[config.mk]
export PLATFORM = sky130hd
export DESIGN_NAME = uart_tx_arbiter
export DESIGN_NICKNAME = d
export VERILOG_FILES = /design/src/rtl/uart_tx_arbiter.sv
export SDC_FILE = /design/constraint.sdc
export NUM_CORES = 1
export LEC_CHECK = 0
export CORE_MARGIN = 4
export CORE_UTILIZATION = 44
export DETAILED_ROUTE_END_ITERATION = 10
export PLACE_DENSITY_LB_ADDON = 0.3
export SETUP_SLACK_MARGIN = 0.5
export SLEW_MARGIN = 10
export SYNTH_ARGS = -nofsm -noshare
export SYNTH_HDL_FRONTEND = slang
export SYNTH_SLANG_ARGS = --single-unit
[constraint.sdc]
create_clock -name CLK_I -period 2.95 [get_ports CLK_I]
set_input_delay 0.295 -clock CLK_I [delete_from_list [all_inputs] [get_ports CLK_I]]
set_output_delay 0.295 -clock CLK_I [all_outputs]
set_load 0.02 [all_outputs]
[src/rtl/uart_tx_arbiter.sv]
// Packet-level arbiter sharing the UART TX byte FIFO between two requesters.
// A grant is held until its packet ends (LAST) or reaches MAX_LEN bytes.
module uart_tx_arbiter #(
    parameter int DBITS   = 8,
    parameter int MAX_LEN = 64
) (
    input  logic             CLK_I,
    input  logic             RST_I,
    input  logic             REQ0_VALID_I,
    input  logic [DBITS-1:0] REQ0_DATA_I,
    input  logic             REQ0_LAST_I,
    output logic             REQ0_READY_O,
    input  logic             REQ1_VALID_I,
    input  logic [DBITS-1:0] REQ1_DATA_I,
    input  logic             REQ1_LAST_I,
    output logic             REQ1_READY_O,
    input  logic             FIFO_FULL_I,
    output logic             FIFO_WE_O,
    output logic [DBITS-1:0] FIFO_DATA_O,
    output logic [1:0]       GRANT_O,
    output logic             ERR_O,
    output logic [1:0]       DBG_STATE_O
);

    localparam int CNT_W = $clog2(MAX_LEN + 1);

    typedef enum logic [1:0] {
        IDLE = 2'd0,
        OWN0 = 2'd1,
        OWN1 = 2'd2
    } state_e;

    state_e           state_q, state_d;
    logic             prio_q, prio_d;
    logic [CNT_W-1:0] cnt_q, cnt_d;
    logic             err_q, err_d;
    logic [1:0]       grant_q, grant_d;

    logic             own0, own1;
    logic             sel_valid, sel_last;
    logic [DBITS-1:0] sel_data;
    logic             xfer;
    logic             at_max;

    // Handshake: a byte moves when the owner's VALID and READY are both high in
    // the same cycle; READY follows ~FIFO_FULL_I only for the current owner.
    assign own0      = (state_q == OWN0);
    assign own1      = (state_q == OWN1);
    assign sel_valid = (own0 & REQ0_VALID_I) | (own1 & REQ1_VALID_I);
    assign sel_last  = (own0 & REQ0_LAST_I)  | (own1 & REQ1_LAST_I);
    assign sel_data  = own1 ? REQ1_DATA_I : REQ0_DATA_I;
    assign xfer      = sel_valid & ~FIFO_FULL_I;
    assign at_max    = (cnt_q == CNT_W'(MAX_LEN - 1));

    assign REQ0_READY_O = own0 & ~FIFO_FULL_I;
    assign REQ1_READY_O = own1 & ~FIFO_FULL_I;
    assign FIFO_WE_O    = xfer;
    assign FIFO_DATA_O  = xfer ? sel_data : '0;
    assign GRANT_O      = grant_q;
    assign ERR_O        = err_q;
    assign DBG_STATE_O  = state_q;

    always_comb begin
        state_d = state_q;
        prio_d  = prio_q;
        cnt_d   = cnt_q;
        err_d   = err_q;
        case (state_q)
            IDLE: begin
                cnt_d = '0;
                if (REQ0_VALID_I && REQ1_VALID_I) begin
                    state_d = prio_q ? OWN1 : OWN0;
                end else if (REQ0_VALID_I) begin
                    state_d = OWN0;
                end else if (REQ1_VALID_I) begin
                    state_d = OWN1;
                end
            end
            OWN0, OWN1: begin
                if (xfer) begin
                    if (sel_last || at_max) begin
                        // The requester just served drops to lowest priority.
                        state_d = IDLE;
                        prio_d  = own0;
                        err_d   = err_q | ~sel_last;
                    end else begin
                        cnt_d = cnt_q + CNT_W'(1);
                    end
                end
            end
            default: begin
                state_d = IDLE;
                cnt_d   = '0;
            end
        endcase
    end

    always_comb begin
        grant_d = 2'b00;
        case (state_d)
            OWN0:    grant_d = 2'b01;
            OWN1:    grant_d = 2'b10;
            default: grant_d = 2'b00;
        endcase
    end

    always_ff @(posedge CLK_I) begin
        if (RST_I) begin
            state_q <= IDLE;
            prio_q  <= 1'b0;
            cnt_q   <= '0;
            err_q   <= 1'b0;
            grant_q <= 2'b00;
        end else begin
            state_q <= state_d;
            prio_q  <= prio_d;
            cnt_q   <= cnt_d;
            err_q   <= err_d;
            grant_q <= grant_d;
        end
    end

endmodule

== After elaboration in Yosys (flattened, before gate mapping) ==
Cells that the tools add are included.

* Output and inout bits: 16
* Input bits: 23
* Word-level logic and storage cells: 42
* Bits in registers: 13

* Bitwise logic cells: 14
* Equal/unequal tests: 5
* $add $sub $neg: 1
* Reductions and logical operators: 7
* Muxes and demuxes: 10

{| class="wikitable"
|+ Operator list
! cell !! count
|-
| 8-bit two-way mux || 2
|-
| 2-bit two-way mux || 6
|-
| 2-bit case mux with 2 select lines || 2
|-
| 7-bit by 1-bit adder with 7-bit output (second input constant) || 1
|-
| 1-bit bitwise AND || 7
|-
| 7-bit by 6-bit equality test with 1-bit output (second input constant) || 1
|-
| 2-bit by 1-bit equality test with 1-bit output (second input constant) || 2
|-
| 2-bit equality test (second input constant) || 2
|-
| 1-bit inverter || 4
|-
| 2-bit OR reduction || 2
|-
| 1-bit OR || 3
|-
| 3-bit AND reduction || 1
|-
| 2-bit zero test || 1
|-
| 2-bit AND reduction || 1
|-
| 1-bit logical AND || 1
|-
| 1-bit logical OR || 1
|}

== Longest topological paths before layout ==
Gate-level depths: netlist of run 1.

* Depth in word-level cells: 9
* Mapped depth: 8
* Mapped depth without buffers: 7

== Least setup slack after synthesis of run 1 ==
OpenSTA, ideal clock, no wires.

* Kind: register to register
* Start point: reg state_q[1], in the netlist DBG_STATE_O[1]
* End point: reg cnt_q[5]
* Data required time: 2.880 ns
* Setup slack: 0.759 ns
* Library setup time: 0.070 ns
* Period minus slack after synthesis: 2.191 ns
* Cell stages (with the launch flop): 7
* Arrival: 2.121 ns
* Buffers on the path: 0
* Cell sequence: dfxtp_1 inv_1 ha_1 a22o_4 a2111o_1 or4_1 a21oi_1

* Cells in the longest elaborated chain, start to end: 6
* Elaborated cells between the ends (all ways): 15
* Those cells by class: eq/ne: 2; bitwise: 9; reduce/logical: 4

{| class="wikitable"
|+ Ends and longest elaborated chain
! element !! RTL line !! text
|-
| start, declared || 33 || <nowiki>state_e state_q, state_d;</nowiki>
|-
| start signal, assigned || 115 || <nowiki>state_q <= state_d;</nowiki>
|-
| 2-bit by 1-bit equality test with 1-bit output * || 47 || <nowiki>assign own0 = (state_q == OWN0);</nowiki>
|-
| via own0 || 39 || <nowiki>logic own0, own1;</nowiki>
|-
| 1-bit bitwise AND || 50 || <nowiki>assign sel_last = (own0 & REQ0_LAST_I) | (own1 & REQ1_LAST_I);</nowiki>
|-
| 1-bit OR || 50 ||
|-
| 1-bit logical OR || 81 || <nowiki>if (sel_last || at_max) begin</nowiki>
|-
| 1-bit inverter (no line) || - ||
|-
| 2-bit AND reduction (no line) || - ||
|-
| end signal, assigned || 117 || <nowiki>cnt_q <= cnt_d;</nowiki>
|-
| end, declared || 35 || <nowiki>logic [CNT_W-1:0] cnt_q, cnt_d;</nowiki>
|}

Mark *: on every way through the listed nets, which the timed path passes. The rest lies on a longest branch.
A chain may end at the register's enable or synchronous reset.

== Final worst setup path of run 1 ==
* Start point: reg state_q[0], in the netlist DBG_STATE_O[0]
* End point: reg cnt_q[5]

* Cells in the longest elaborated chain, start to end: 6
* Elaborated cells between the ends (all ways): 15
* Those cells by class: eq/ne: 2; bitwise: 9; reduce/logical: 4

{| class="wikitable"
|+ Ends and longest elaborated chain
! element !! RTL line
|-
| 2-bit by 1-bit equality test with 1-bit output or 2-bit equality test (tied branches) || 47, 68, 48
|-
| 1-bit bitwise AND || 50
|-
| 1-bit OR || 50
|-
| 1-bit logical OR || 81
|-
| 1-bit inverter (no line) || -
|-
| 2-bit AND reduction (no line) || -
|}

Parallel ways exist; a longest one is shown, timed or not.

==> results of run 1 <==
==> worst max-delay path by stage <==
stage | startpoint | endpoint | slack, ps
after floorplan | DBG_STATE_O[1]$_SDFF_PP0_ | cnt_q[5]$_SDFFE_PP0P_ | 760
after detailed placement | DBG_STATE_O[1]$_SDFF_PP0_ | FIFO_DATA_O[7] | 360
final | DBG_STATE_O[0]$_SDFF_PP0_ | cnt_q[5]$_SDFFE_PP0P_ | 670
after CTS | DBG_STATE_O[0]$_SDFF_PP0_ | FIFO_DATA_O[2] | 510
after global placement | DBG_STATE_O[1]$_SDFF_PP0_ | FIFO_DATA_O[1] | 470
after global routing | DBG_STATE_O[0]$_SDFF_PP0_ | cnt_q[5]$_SDFFE_PP0P_ | 550
==> state kept, by name, summed over array words and instances, names as in the netlist <==
signal and count:
cnt_q 7, DBG_STATE_O 2, GRANT_O 2, ERR_O 1
prio_q 1
==> what timing repair did <==
item | 4_1_cts | 5_1_grt
endpoints found under the setup margin | 10 | 9
buffers inserted | 0 | 3
resized for setup | 5 | 9
hold endpoints to repair | 0 | 0
pin swaps | 0 | 1
==> per-stage QoR <==
step / instance area (sq um) / hold slack (ps) / power, mW / instances
3_5_place_dp: 1270 / 438 / 0.372 / 164
2_1_floorplan: 863 / 367 / 0.291 / 102
4_1_cts: 1310 / 449 / 0.486 / 168
3_3_place_gp: 1270 / 430 / 0.367 / 164
5_1_grt: 1360 / 476 / 0.513 / 171
6_report: 1360 / 448 / 0.490 / 171
==> kinds of logic (layout without fill, tap and decap cells) <==
group                      after synthesis  after routing
muxes                                    8              8
adders and majority gates                5              5
DFF                                     13             13
buffers and inverters                    6             50
AOI/OAI and AO/OA                       26             26
xor gates and xnor gates                 1              1
and+or+nand+nor                         43             43
==> synth_stat cells <==
| cell type | count |
|---|---|
| nand3_1 | 2 |
| a22o_2 | 1 |
| nor3_1 | 1 |
| and4_1 | 1 |
| or4_1 | 1 |
| and4_2 | 1 |
| nor2_1 | 14 |
| nand4b_1 | 1 |
| ha_1 | 5 |
| and2b_4 | 1 |
| a211o_2 | 1 |
| inv_1 | 5 |
| a2111o_1 | 1 |
| a2111oi_0 | 1 |
| a21oi_1 | 6 |
| a31o_2 | 1 |
| buf_2 | 1 |
| nand2b_1 | 2 |
| nor2b_1 | 3 |
| o211ai_1 | 2 |
| xnor2_1 | 1 |
| nand2_1 | 11 |
| and2_1 | 2 |
| a31oi_1 | 3 |
| o21ai_0 | 4 |
| a21boi_0 | 1 |
| dfxtp_1 | 13 |
| nand4_1 | 1 |
| a2111oi_4 | 1 |
| a22oi_1 | 1 |
| o31ai_1 | 1 |
| and3b_1 | 1 |
| mux2i_1 | 8 |
| a22o_4 | 1 |
| or3_1 | 1 |
| o41ai_1 | 1 |
==> power groups by stage <==
| stage | Sequential (mW) | Combinational (mW) | Clock, mW |
|---|---|---|---|
| 5_1_grt | 0.194 | 0.200 | 0.119 |
| 6_report | 0.192 | 0.186 | 0.112 |
| 3_5_place_dp | 0.195 | 0.177 | 0 |
| 4_1_cts | 0.192 | 0.182 | 0.112 |
| 3_3_place_gp | 0.193 | 0.174 | 0 |
| 2_1_floorplan | 0.202 | 0.0891 | 0 |
==> worst register-to-register path, cell delays in order (launching register included) <==
cell      delay (ps)
dfxtp_2          400
inv_1            110
ha_4             190
buf_4            160
a22o_4           260
a2111o_1         460
or4_1            490
a21oi_1          140
==> cells in the final DEF (no fill, tap or decap), types with 2 or more instances in the layout <==
master           instances
ha_1                     4
dfxtp_2                  2
buf_4                    3
clkdlybuf4s50_1         29
nand3_1                  2
nor2_1                  14
a31oi_1                  3
o211ai_1                 2
o21ai_0                  4
nor2b_1                  3
and2_1                   2
nand2_1                 10
dfxtp_1                 11
a21oi_1                  6
dlymetal6s2s_1           9
nand2b_1                 2
clkbuf_4                 3
inv_1                    5
mux2i_1                  8
==> per-layer routing <==
metal  vias up  GRT usage  part of all wire
li1        466          -                 -
met1       434      0.189              0.39
met2        52      0.337              0.47
met3         6     0.0655              0.11
met4         0     0.0894             0.021
met5         -          0                 0
==> cell type report <==
| class | instances | share of cell area |
|---|---|---|
| well taps | 25 | 0.0230 |
| repair buffers | 41 | 0.313 |
| multi-input cells | 83 | 0.437 |
| flip-flops and latches | 13 | 0.193 |
| inverters | 5 | 0.0138 |
| clock buffers | 4 | 0.0193 |
==> flow_summary.yaml, run 1 <==
setup_path:
  worst-path-buf-inv: 2
  path_class: "reg2reg"
  reg2reg_from: "DBG_STATE_O[0]$_SDFF_PP0_"
  r2r-end: "cnt_q[5]$_SDFFE_PP0P_"
  cp_top_family: "compound AO/OA/AOI/OAI gates"
  path_max_fanout: 6
  cpPeakStageDelay_ps: 490
  worst-path-stages: 7
  crit_required_ps: 3160
  slowest_stage: "or4_1"
  arrival_ps: 2490
  r2r_setup_slack_ps: 670
  crit_path_end_kind: "flip-flop"
  cp_cell_sequence: "inv_1 -> ha_4 -> buf_4 -> a22o_4 -> a2111o_1 -> or4_1 -> a21oi_1"
  r2r_cells: 7
  cp-start-kind: "flip-flop"
flow_run:
  cap_violations: 0
synthesis:
  mappedNetlistArea_sq_um: 863
  syn_avg_cell_area_sq_um: 8.46
  synth.area.top_cells: "dfxtp_1 30%, mux2i_1 9.3%, ha_1 7.2%, nor2_1 6.1%, nand2_1 4.8%"
  synth_seq_cells: 13
  synthXorXnorAreaFrac: 0.0101
  yosys_warnings: 0
  yosysTopAreaCell: "dfxtp_1"
  ys_seq_area_frac: 0.301
  synth.area.mux_share: 0.0928
  synth_top_family_by_area: "simple AND/OR/NAND/NOR gates"
  syn_inst: 102
  synth_compound_area_frac: 0.242
  netlist.area_leader.share: 0.301
  synth_fa_ha_area_frac: 0.0725
  synth_nets: 130
  synth_simple_gate_area_frac: 0.254
  synth_cell_types: 36
finish:
  final_util: 0.762
  diodes: 0
  regArea_sq_um: 263
  fillers: 128
  multi_input_area_sq_um: 594
  area_delta_synth_final_pct: 57.4
  fin_nets: 175
  layout-drive-gt1-share: 0.116
clock_network:
  cts_tree: "built"
  clk_latency_ps: 270
  clk_path_buf_depth: 2
  cts_buffers: 3
  htree_levels: 1
  cts-root-buf: "clkbuf_4"
  numClockSinks: 13
  clk_pin_slew_ps: 80
  ctsHoldBuffers: 0
timing:
  finalCriticalPeriod_ps: 2280
  maxSlewViolCount: 0
  worst_pin_slew_ps: 507
  grt_setup_unrepaired: "false"
  fmax_mhz: 439
  min_period_over_period: 0.772
  max_slew_margin: 0.662
  finClkSkew_ps: 3.18
  finalHoldViolations: 0
  finalSetupTns_ps: 0
  setup_ws_ps: 671
  finalSetupViolCount: 0
power:
  leakage_nw: 0.632
  swShare: 0.327
  cellPowerDensity_nw_per_um2: 360
  p_int_mw: 0.329
  p_seq_frac: 0.393
  peakVddDrop_mv: 0.198
  p_sw_mw: 0.160
  clkPwrFrac: 0.228
  power.combinational.fraction: 0.379
floorplan:
  num_io_pins: 39
  row_count: 15
  start_util: 0.484
  die-height_um: 52.3
  coreArea_sq_um: 1780
  die-area_sq_um: 2730
  die_w_um: 52.3
placed_design:
  io_buffers: 38
  place.detailed.hpwl_mm: 1.81
  gp_congestion: 0.818
  post-place-ws_ps: 361
routing:
  firstDrtPassIters: 7
  drt_iter0_drc: 26
  drc: 0
  vias_per_cell: 5.60
  ant_nets: 0
  wire_per_inst_um: 13.8
  vias: 958
  wirelength_mm: 2.36
min_path:
  worstHoldStart: "cnt_q[6]$_SDFFE_PP0P_"
  hold_class: "reg2reg"
  hold_depth: 2
  hold_end: "cnt_q[6]$_SDFFE_PP0P_"
status:
  outcome: "completed"
global_route:
  grt_first_pass_wirelength_mm: 3.89
  grt_pass1_vias: 928
  grt_max_degree: 13
  grt-ovfl-total: 0
  groute.usage.overall: 0.187
  antenna_found_initial: 0
Note: power is estimated with default switching activity, not from simulation.
==> run 2, diff against run 1 <==
--- a/config.mk
+++ b/config.mk
@@ -6,7 +6,7 @@
 export NUM_CORES = 1
 export LEC_CHECK = 0
 export CORE_MARGIN = 4
-export CORE_UTILIZATION = 44
+export CORE_UTILIZATION = 41
 export DETAILED_ROUTE_END_ITERATION = 10
 export PLACE_DENSITY_LB_ADDON = 0.3
 export SETUP_SLACK_MARGIN = 0.5
==> constraint.sdc (replaced) <==
create_clock -name CLK_I -period 2.1 [get_ports CLK_I]
set_input_delay 0.21 -clock CLK_I [delete_from_list [all_inputs] [get_ports CLK_I]]
set_output_delay 0.21 -clock CLK_I [all_outputs]
set_load 0.02 [all_outputs]
==> run 2 against run 1 <==
  * Sequential share of layout area fell by 2.2 points
  * Core utilization up 3.1 points
  * Power grew 61%
  * Routed wire length up 23%
  * Sequential cell count stayed put
  * Critical path depth unchanged
  * Clock skew down 2.5 ps
  * Sequential power up 42%
  * Count of clock-buffer cells in the layout fell by 1
  * Hold slack gained 4.5 ps
  * Via count is 7.5% higher
==> flow_summary.yaml, run 2 (synthesis results as in run 1) <==
routing:
  drt_iter0_drc: 31
  wire_per_inst_um: 15.5
  vias: 1030
  firstDrtPassIters: 4
  drc: 0
  ant_nets: 0
  vias_per_cell: 5.51
  wirelength_mm: 2.90
finish:
  diodes: 0
  layout-drive-gt1-share: 0.356
  multi_input_area_sq_um: 692
  fillers: 107
  final_cell_mix: "26 x clkdlybuf4s50_1, 17 x buf_4, 12 x nor2_1"
  regArea_sq_um: 269
  mostFrequentLayoutCell: "clkdlybuf4s50_1"
  fin_nets: 189
  final_cell_count_no_fill: 187
  top_register: "cnt_q"
  final_util: 0.793
  area_delta_synth_final_pct: 82.0
  fin_area_sq_um: 1570
  largest_register_ffs: 7
placed_design:
  dp.cells: 168
  dpl-instance-area_sq_um: 1320
  place.detailed.hpwl_mm: 1.96
  io_buffers: 38
  gp_congestion: 0.832
setup_path:
  crit_required_ps: 2320
  path_class: "reg2reg"
  cp_cell_sequence: "inv_4 -> ha_4 -> a22o_4 -> a2111o_1 -> buf_4 -> or3_1 -> a21oi_1"
  r2r-end: "cnt_q[3]$_SDFFE_PP0P_"
  r2r_cells: 7
  cp-start-kind: "flip-flop"
  crit_path_end_kind: "flip-flop"
  crit_start: "DBG_STATE_O[1]$_SDFF_PP0_"
  path_max_fanout: 4
  cpPeakStageDelay_ps: 390
  reg2reg_from: "DBG_STATE_O[1]$_SDFF_PP0_"
  arrival_ps: 2070
  slowest_stage: "dfxtp_4"
  r2r_setup_slack_ps: 260
min_path:
  hold_end: "cnt_q[6]$_SDFFE_PP0P_"
  worstHoldStart: "cnt_q[6]$_SDFFE_PP0P_"
  hold_depth: 2
  hold_class: "reg2reg"
clock_network:
  cts-root-buf: "clkbuf_4"
  clk_pin_slew_ps: 90
  cts_tree: "built"
  clk_path_buf_depth: 2
  clk_latency_ps: 280
  htree_levels: 1
  numClockSinks: 13
  cts_buffers: 3
  ctsHoldBuffers: 0
power:
  cellPowerDensity_nw_per_um2: 502
  total_power_mw: 0.789
  leakage_nw: 0.605
  peakVddDrop_mv: 0.478
global_route:
  antenna_found_initial: 0
  grt_first_pass_wirelength_mm: 4.22
  grt_pass1_vias: 968
  groute.usage.overall: 0.201
  grt_max_degree: 10
  grt-ovfl-total: 0
timing:
  max_slew_margin: 0.752
  finalSetupTns_ps: 0
  grt_setup_unrepaired: "true"
  min_period_over_period: 0.878
  finalHoldViolations: 0
  finClkSkew_ps: 0.687
  worst_pin_slew_ps: 372
  finalCriticalPeriod_ps: 1840
  maxSlewViolCount: 0
  finalSetupViolCount: 0
  fmax_mhz: 542
flow_run:
  cap_violations: 0
floorplan:
  num_io_pins: 39
  die-area_sq_um: 2900
  die-height_um: 53.9
  row_count: 16
  start_util: 0.436
  coreArea_sq_um: 1980
  die_w_um: 53.9
status:
  outcome: "completed"
==> run 2: changes by cell type in the layout (fill, tap and decap cells not counted), sizes merged <==
cell	before	now
clkdlybuf4s15	0	3
clkinv	0	1
clkdlybuf4s50	29	26
nand2	11	12
dlymetal6s2s	9	1
buf	3	23
==> run 2: how the worst max path moves through the flow <==
| stage | endpoint | slack, ps |
|---|---|---|
| detailed placement | cnt_q[5]$_SDFFE_PP0P_ | 100 |
| global placement | FIFO_DATA_O[2] | 150 |
| CTS | cnt_q[3]$_SDFFE_PP0P_ | 280 |
| finish | cnt_q[3]$_SDFFE_PP0P_ | 260 |
| floorplan | cnt_q[5]$_SDFFE_PP0P_ | 310 |
| global route | cnt_q[3]$_SDFFE_PP0P_ | 190 |
==> run 2: timing repair <==
item                       CTS  global route
pin swaps                    3             4
gates resized for setup     44            26
setup endpoints to repair   18            23
cloned                       1             0
setup buffers                8             6
==> run 2: per-layer routing <==
metal / vias up / routed length (um) / GRT usage
met4: 0 / 56 / 0.0894
met1: 480 / 1140 / 0.239
met3: 8 / 173 / 0.0443
met2: 47 / 1530 / 0.343
met5: - / 0 / 0
li1: 495 / - / -
==> run 2: worst max-delay path: cells and delay by family (launching register included) <==
family / cells / cell delay [ps]
buffers and inverters: 2 / 200
AOI/OAI and AO/OA: 3 / 720
adders and majority gates: 1 / 170
and+or+nand+nor: 1 / 300
DFF: 1 / 390
==> run 2: report_power, final <==
part | switching (mW) | internal (mW)
Sequential | 0.0133 | 0.259
Combinational | 0.164 | 0.189
Clock | 0.0931 | 0.0708
Total | 0.271 | 0.518
==> run 2: cell type report <==
class	instances	area share
tap	27	0.0215
clock buffer	3	0.0143
inverter	5	0.0183
timing repair buffer	54	0.331
clock inverter	1	0.00318
sequential	13	0.171
multi-input combinational	84	0.440
==> run 2: metrics by stage <==
step	hold WS (ps)	setup WS, ps
final	453	256
after global routing	483	188
after global placement	432	147
after detailed placement	440	96.0
after CTS	454	278
after floorplan	282	311
